==> config.mk <==
export PLATFORM = sky130hd
export DESIGN_NAME = key_scan_debounce
export DESIGN_NICKNAME = d
export VERILOG_FILES = /design/src/rtl/key_scan_debounce.sv
export SDC_FILE = /design/constraint.sdc
export NUM_CORES = 1
export LEC_CHECK = 0
export BUFFER_PORTS_ARGS = -buffer_cell sky130_fd_sc_hd__buf_2
export CORE_AREA = 2 2 98 109
export DETAILED_ROUTE_END_ITERATION = 10
export DIE_AREA = 0 0 100 111
export SLEW_MARGIN = 20
export SYNTH_ARGS = -nofsm -noshare
export SYNTH_HDL_FRONTEND = slang
export SYNTH_SLANG_ARGS = --single-unit
==> constraint.sdc <==
create_clock -name clk -period 5.4 [get_ports clk]
set_clock_uncertainty 0.2 [all_clocks]
set_input_delay 0.81 -clock clk [delete_from_list [all_inputs] [get_ports clk]]
set_output_delay 0.81 -clock clk [all_outputs]
set_load 0.01 [all_outputs]
==> src/rtl/key_scan_debounce.sv <==
`default_nettype none
// ============================================================================
// Module   : key_scan_debounce
// Purpose  : Per-key 2-FF sync and tick-based debounce of active-low buttons,
//            producing level, press/release strobes and long-press repeat.
//            Build with KEY_REPEAT_EN defined to include the auto-repeat logic.
// Revision : 1.0 - initial release
// ============================================================================
module key_scan_debounce #(
  parameter int unsigned N_KEYS      = 4,
  parameter int unsigned TICK_DIV    = 50000,
  parameter int unsigned DEBOUNCE_MS = 20,
  parameter int unsigned LONG_MS     = 1000,
  parameter int unsigned REPEAT_MS   = 200
) (
  input  logic              clk,
  input  logic              rst,
  input  logic [N_KEYS-1:0] key_in,
  output logic [N_KEYS-1:0] key_level,
  output logic [N_KEYS-1:0] key_press,
  output logic [N_KEYS-1:0] key_release,
  output logic [N_KEYS-1:0] key_repeat,
  output logic              tick_1ms
);

  localparam int unsigned c_presc_w = (TICK_DIV > 1) ? $clog2(TICK_DIV) : 1;
  localparam logic [c_presc_w-1:0] c_presc_last = c_presc_w'(TICK_DIV - 1);

  localparam int unsigned c_cnt_span = (DEBOUNCE_MS > LONG_MS) ? DEBOUNCE_MS : LONG_MS;
  localparam int unsigned c_cnt_max  = (REPEAT_MS > c_cnt_span) ? REPEAT_MS : c_cnt_span;
  localparam int unsigned c_cnt_w    = (c_cnt_max > 1) ? $clog2(c_cnt_max) : 1;
  localparam logic [c_cnt_w-1:0] c_cnt_top  = c_cnt_w'(c_cnt_max - 1);
  localparam logic [c_cnt_w-1:0] c_deb_last = c_cnt_w'(DEBOUNCE_MS - 1);
`ifdef KEY_REPEAT_EN
  localparam logic [c_cnt_w-1:0] c_long_last = c_cnt_w'(LONG_MS - 1);
  localparam logic [c_cnt_w-1:0] c_reload    = c_cnt_w'(LONG_MS - REPEAT_MS);
`endif

  localparam logic [1:0] c_st_idle  = 2'd0;
  localparam logic [1:0] c_st_pwait = 2'd1;
  localparam logic [1:0] c_st_held  = 2'd2;
  localparam logic [1:0] c_st_rwait = 2'd3;

  logic [c_presc_w-1:0] presc_q, presc_d;
  logic [N_KEYS-1:0]    sync1_q, sync2_q;
  logic                 w_tick;

  assign w_tick   = (presc_q == c_presc_last);
  assign presc_d  = w_tick ? '0 : presc_q + 1'b1;
  assign tick_1ms = w_tick;

  // Sync flops hold the raw active-low level, so reset parks them at "released".
  always_ff @(posedge clk) begin
    if (rst) begin
      presc_q <= '0;
      sync1_q <= '1;
      sync2_q <= '1;
    end else begin
      presc_q <= presc_d;
      sync1_q <= key_in;
      sync2_q <= sync1_q;
    end
  end

  for (genvar g = 0; g < N_KEYS; g++) begin : g_ch
    logic [1:0]         state_q, state_d;
    logic [c_cnt_w-1:0] cnt_q, cnt_d, w_cnt_inc;
    logic               level_q, level_d;
    logic               press_q, press_d;
    logic               release_q, release_d;
    logic               w_s;
`ifdef KEY_REPEAT_EN
    logic               repeat_q, repeat_d;
`endif

    assign w_s       = ~sync2_q[g];
    assign w_cnt_inc = (cnt_q == c_cnt_top) ? cnt_q : cnt_q + 1'b1;

    always_comb begin
      state_d   = state_q;
      cnt_d     = cnt_q;
      level_d   = level_q;
      press_d   = 1'b0;
      release_d = 1'b0;
`ifdef KEY_REPEAT_EN
      repeat_d  = 1'b0;
`endif
      case (state_q)
        c_st_idle: begin
          if (w_s) begin
            state_d = c_st_pwait;
            cnt_d   = '0;
          end
        end
        c_st_pwait: begin
          if (!w_s) begin
            state_d = c_st_idle;
            cnt_d   = '0;
          end else if (w_tick) begin
            if (cnt_q == c_deb_last) begin
              state_d = c_st_held;
              cnt_d   = '0;
              level_d = 1'b1;
              press_d = 1'b1;
            end else begin
              cnt_d = w_cnt_inc;
            end
          end
        end
        c_st_held: begin
          if (!w_s) begin
            state_d = c_st_rwait;
            cnt_d   = '0;
          end
`ifdef KEY_REPEAT_EN
          // After the first repeat, reloading shortens each later period to REPEAT_MS.
          else if (w_tick) begin
            if (cnt_q == c_long_last) begin
              repeat_d = 1'b1;
              cnt_d    = c_reload;
            end else begin
              cnt_d = w_cnt_inc;
            end
          end
`endif
        end
        c_st_rwait: begin
          if (w_s) begin
            state_d = c_st_held;
            cnt_d   = '0;
          end else if (w_tick) begin
            if (cnt_q == c_deb_last) begin
              state_d   = c_st_idle;
              cnt_d     = '0;
              level_d   = 1'b0;
              release_d = 1'b1;
            end else begin
              cnt_d = w_cnt_inc;
            end
          end
        end
        default: begin
          state_d = c_st_idle;
          cnt_d   = '0;
        end
      endcase
    end

    always_ff @(posedge clk) begin
      if (rst) begin
        state_q   <= c_st_idle;
        cnt_q     <= '0;
        level_q   <= 1'b0;
        press_q   <= 1'b0;
        release_q <= 1'b0;
`ifdef KEY_REPEAT_EN
        repeat_q  <= 1'b0;
`endif
      end else begin
        state_q   <= state_d;
        cnt_q     <= cnt_d;
        level_q   <= level_d;
        press_q   <= press_d;
        release_q <= release_d;
`ifdef KEY_REPEAT_EN
        repeat_q  <= repeat_d;
`endif
      end
    end

    assign key_level[g]   = level_q;
    assign key_press[g]   = press_q;
    assign key_release[g] = release_q;
`ifdef KEY_REPEAT_EN
    assign key_repeat[g]  = repeat_q;
`else
    assign key_repeat[g]  = 1'b0;
`endif
  end

endmodule
`default_nettype wire

==> run metrics <==
Power Total=about 1.4 mW; Total Routing Usage GR=between 10% and 20%; Synth top area share=between 40% and 50%; Max clock buf depth=2; syn_area_per_cell=8.831 µm²; Num Clock Sinks=84; P per Cell Area=303.7 nW/µm²; Layout area overhead=9.881%; initial antenna violation count=0; Final Hold Fails=0; launch point of the worst reg-to-reg path=presc_q[0]$_SDFF_PP0_; Setup TNS Final=0 ns; Pleak=1.733 nW; fraction of layout cells with a size suffix above 1=13.03%; total number of vias=approximately 3200; Max Cap Viol=0; Worst-Margin Slew=roughly 0.77 ns; Antenna Cells=0; largest net degree at the start of global routing=42; number of synthesized flops with an enable pin=0; Max Transition Viols Final=0; crit path from=presc_q[0]$_SDFF_PP0_; core area=10150 µm²; crit path max fanout=15; Startpoint Class=register; Critical Path RT=4.39 ns; clock root buffer=clkbuf_16; drt wl/cell=approximately 14 µm; Worst Hold Class=reg -> reg; register area=1682 µm²; 1st-pass router iterations=4; setup violators final=0; FILL cells=982; Fin Hold WS=0.2071 ns; CTS tree=yes; vias in the first global route=2989; Distinct cells, synth=60; GR Layer Usage met1=21.83%; highest clock rate=277.3 MHz; H-tree depth=3; hold_buf cts=0; DRC marker count from the first detailed-route iteration=113; ranking of synthesized cells by area=dfxtp_1 41%, nor2_1 5.6%, xor2_1 4.9%, xnor2_1 4.0%, and3_1 3.0%; minimum clock period=between 3 and 4 ns; Die Height=111 µm; CP endpoint kind=primary output; Worst-Skew Late Latency=between 0.3 and 0.4 ns; first-pass GRT wire length=14550 µm; Die X=100 µm; routability cong.=0.8217; Hold Crit Start=sync1_q[0]$_SDFF_PP1_; Rows=39; post-CTS setup-driven buffer insertion count=0; Final HPWL DP=5798 µm; GRT overflow=0; Clock transition at path regs=0.06 ns; GR Util met2=between 20% and 30%; Synth Cell Area=4115 µm²; die area=11100 µm²; commonest non-fill, non-tap cell in the layout=dfxtp_1; Synth area leader=dfxtp_1; Most used DFF post-synth=dfxtp_1; initial core utilization=40.54%; Final Cycle Share=66.79%; num ports=23; total CTS buffers=9; DR vias/cell=5.386; Crit Path Category=reg -> out; PortBufs=18; number of remaining DRC errors=0; Routed Antenna Nets=0; status=complete, no violations; global-route layer with the greatest usage=met2; drt total wl=8436 µm; crit path DAT=2.60 ns; PostCTS Resize Cnt=0; Synth warnings=0; ys async rst share=0%; FF+latch count, synth=84; most frequent cells in the layout=84 x dfxtp_1, 61 x nor2_1, 32 x nand2_1, 23 x xor2_1; multi-input logic area=2221 µm²; Rel. slew slack=between 40% and 50%; synthesized netlist cell count=about 470; Max rail drop VDD=140.6 µV; nets@finish=a little under 500; Seq/Total Area, Yosys=40.86%; GR met3 Demand/Resource=3.279%; unrepaired setup endpoints after global routing=no
-- cells in the mapped netlist, types with 3 or more instances --
cell      number
o21ai_0       11
nand4_1       19
or3_1          4
a21oi_1       18
buf_4         16
nor3_1        17
clkbuf_1       4
a211oi_1       4
xnor2_1       19
nand2b_1       6
or4_1          3
dfxtp_1       84
nand3_1       20
and3_1        20
nor4_1         9
inv_1         10
xor2_1        23
nor4_4         4
o31ai_1        3
nor2b_1        3
nor2_1        61
and2_1         3
buf_2          3
and4_1         7
ha_1           5
nor3b_1        6
nand2_1       32
or2_2         13
-- routing by layer --
metal | share of wire [%] | wire (µm)
met1 | 48 | 4078
met2 | 47 | 3971
met3 | 3.0 | 254
met4 | 1.6 | 131
met5 | 0 | 0
-- report_power, final --
part | internal, mW | switching (mW) | total, mW
Clock | 0.451 | 0.238 | 0.689
Combinational | 0.0173 | 0.0295 | 0.0468
Sequential | 0.629 | 0.00840 | 0.638
-- sequential cells by signal, indices dropped and copies added, names as in the netlist, named ones only --
register,flops
g_ch.state_q,4
presc_q,16
g_ch.cnt_q,40
sync1_q,4
g_ch.release_q,4
sync2_q,4
g_ch.level_q,4
g_ch.press_q,4
-- stage by stage --
stage | setup WS (ns) | cell area, µm² | instances | utilization (%)
5_1_grt | 1.639 | 4522 | 599 | 44.55
3_3_place_gp | 2.239 | 4189 | 583 | 41.27
6_report | 1.793 | 4522 | 599 | 44.55
2_1_floorplan | 2.773 | 4126 | 469 | -
3_5_place_dp | 2.153 | 4189 | 583 | 41.27
4_1_cts | 1.780 | 4522 | 599 | 44.55
-- logic make-up (layout without fill, tap and decap cells) --
| group | after synthesis | after routing | synth area share (%) |
|---|---|---|---|
| compound gates | 55 | 55 | 9.061 |
| xor+xnor | 42 | 42 | 8.939 |
| fa+ha+maj | 5 | 5 | 1.520 |
| buf+inv | 38 | 45 | 5.442 |
| flops | 84 | 84 | 40.86 |
| other cells | 1 | 4 | 0.09113 |
| simple gates | 241 | 241 | 34.08 |
-- critical path: stages, from the launching register on --
cell	delay, ns
dfxtp_1	0.34
ha_1	0.23
and3_1	0.29
nand4b_4	0.21
or2_1	0.55
clkinv_2	0.39
buf_2	0.25
-- layout make-up --
type,count,area share (%)
multi-input combinational,347,49.11
sequential,84,37.19
clock buffer,11,5.147
tap,123,3.403
clock inverter,5,2.214
timing repair buffer,18,1.992
inverter,11,0.9408
-- path summary, 6_finish.rpt --
| check | end | slack (ns) | cells after the start |
|---|---|---|---|
| max | tick_1ms | 1.79 | 6 |
| min | sync2_q[0]$_SDFF_PP1_ | 0.21 | 1 |
| max reg2reg | g_ch[3].cnt_q[1]$_SDFFE_PP0P_ | 2.39 | 8 |
| min reg2reg | sync2_q[0]$_SDFF_PP1_ | 0.21 | 1 |
No activity file was read; power rests on OpenSTA's default activity.
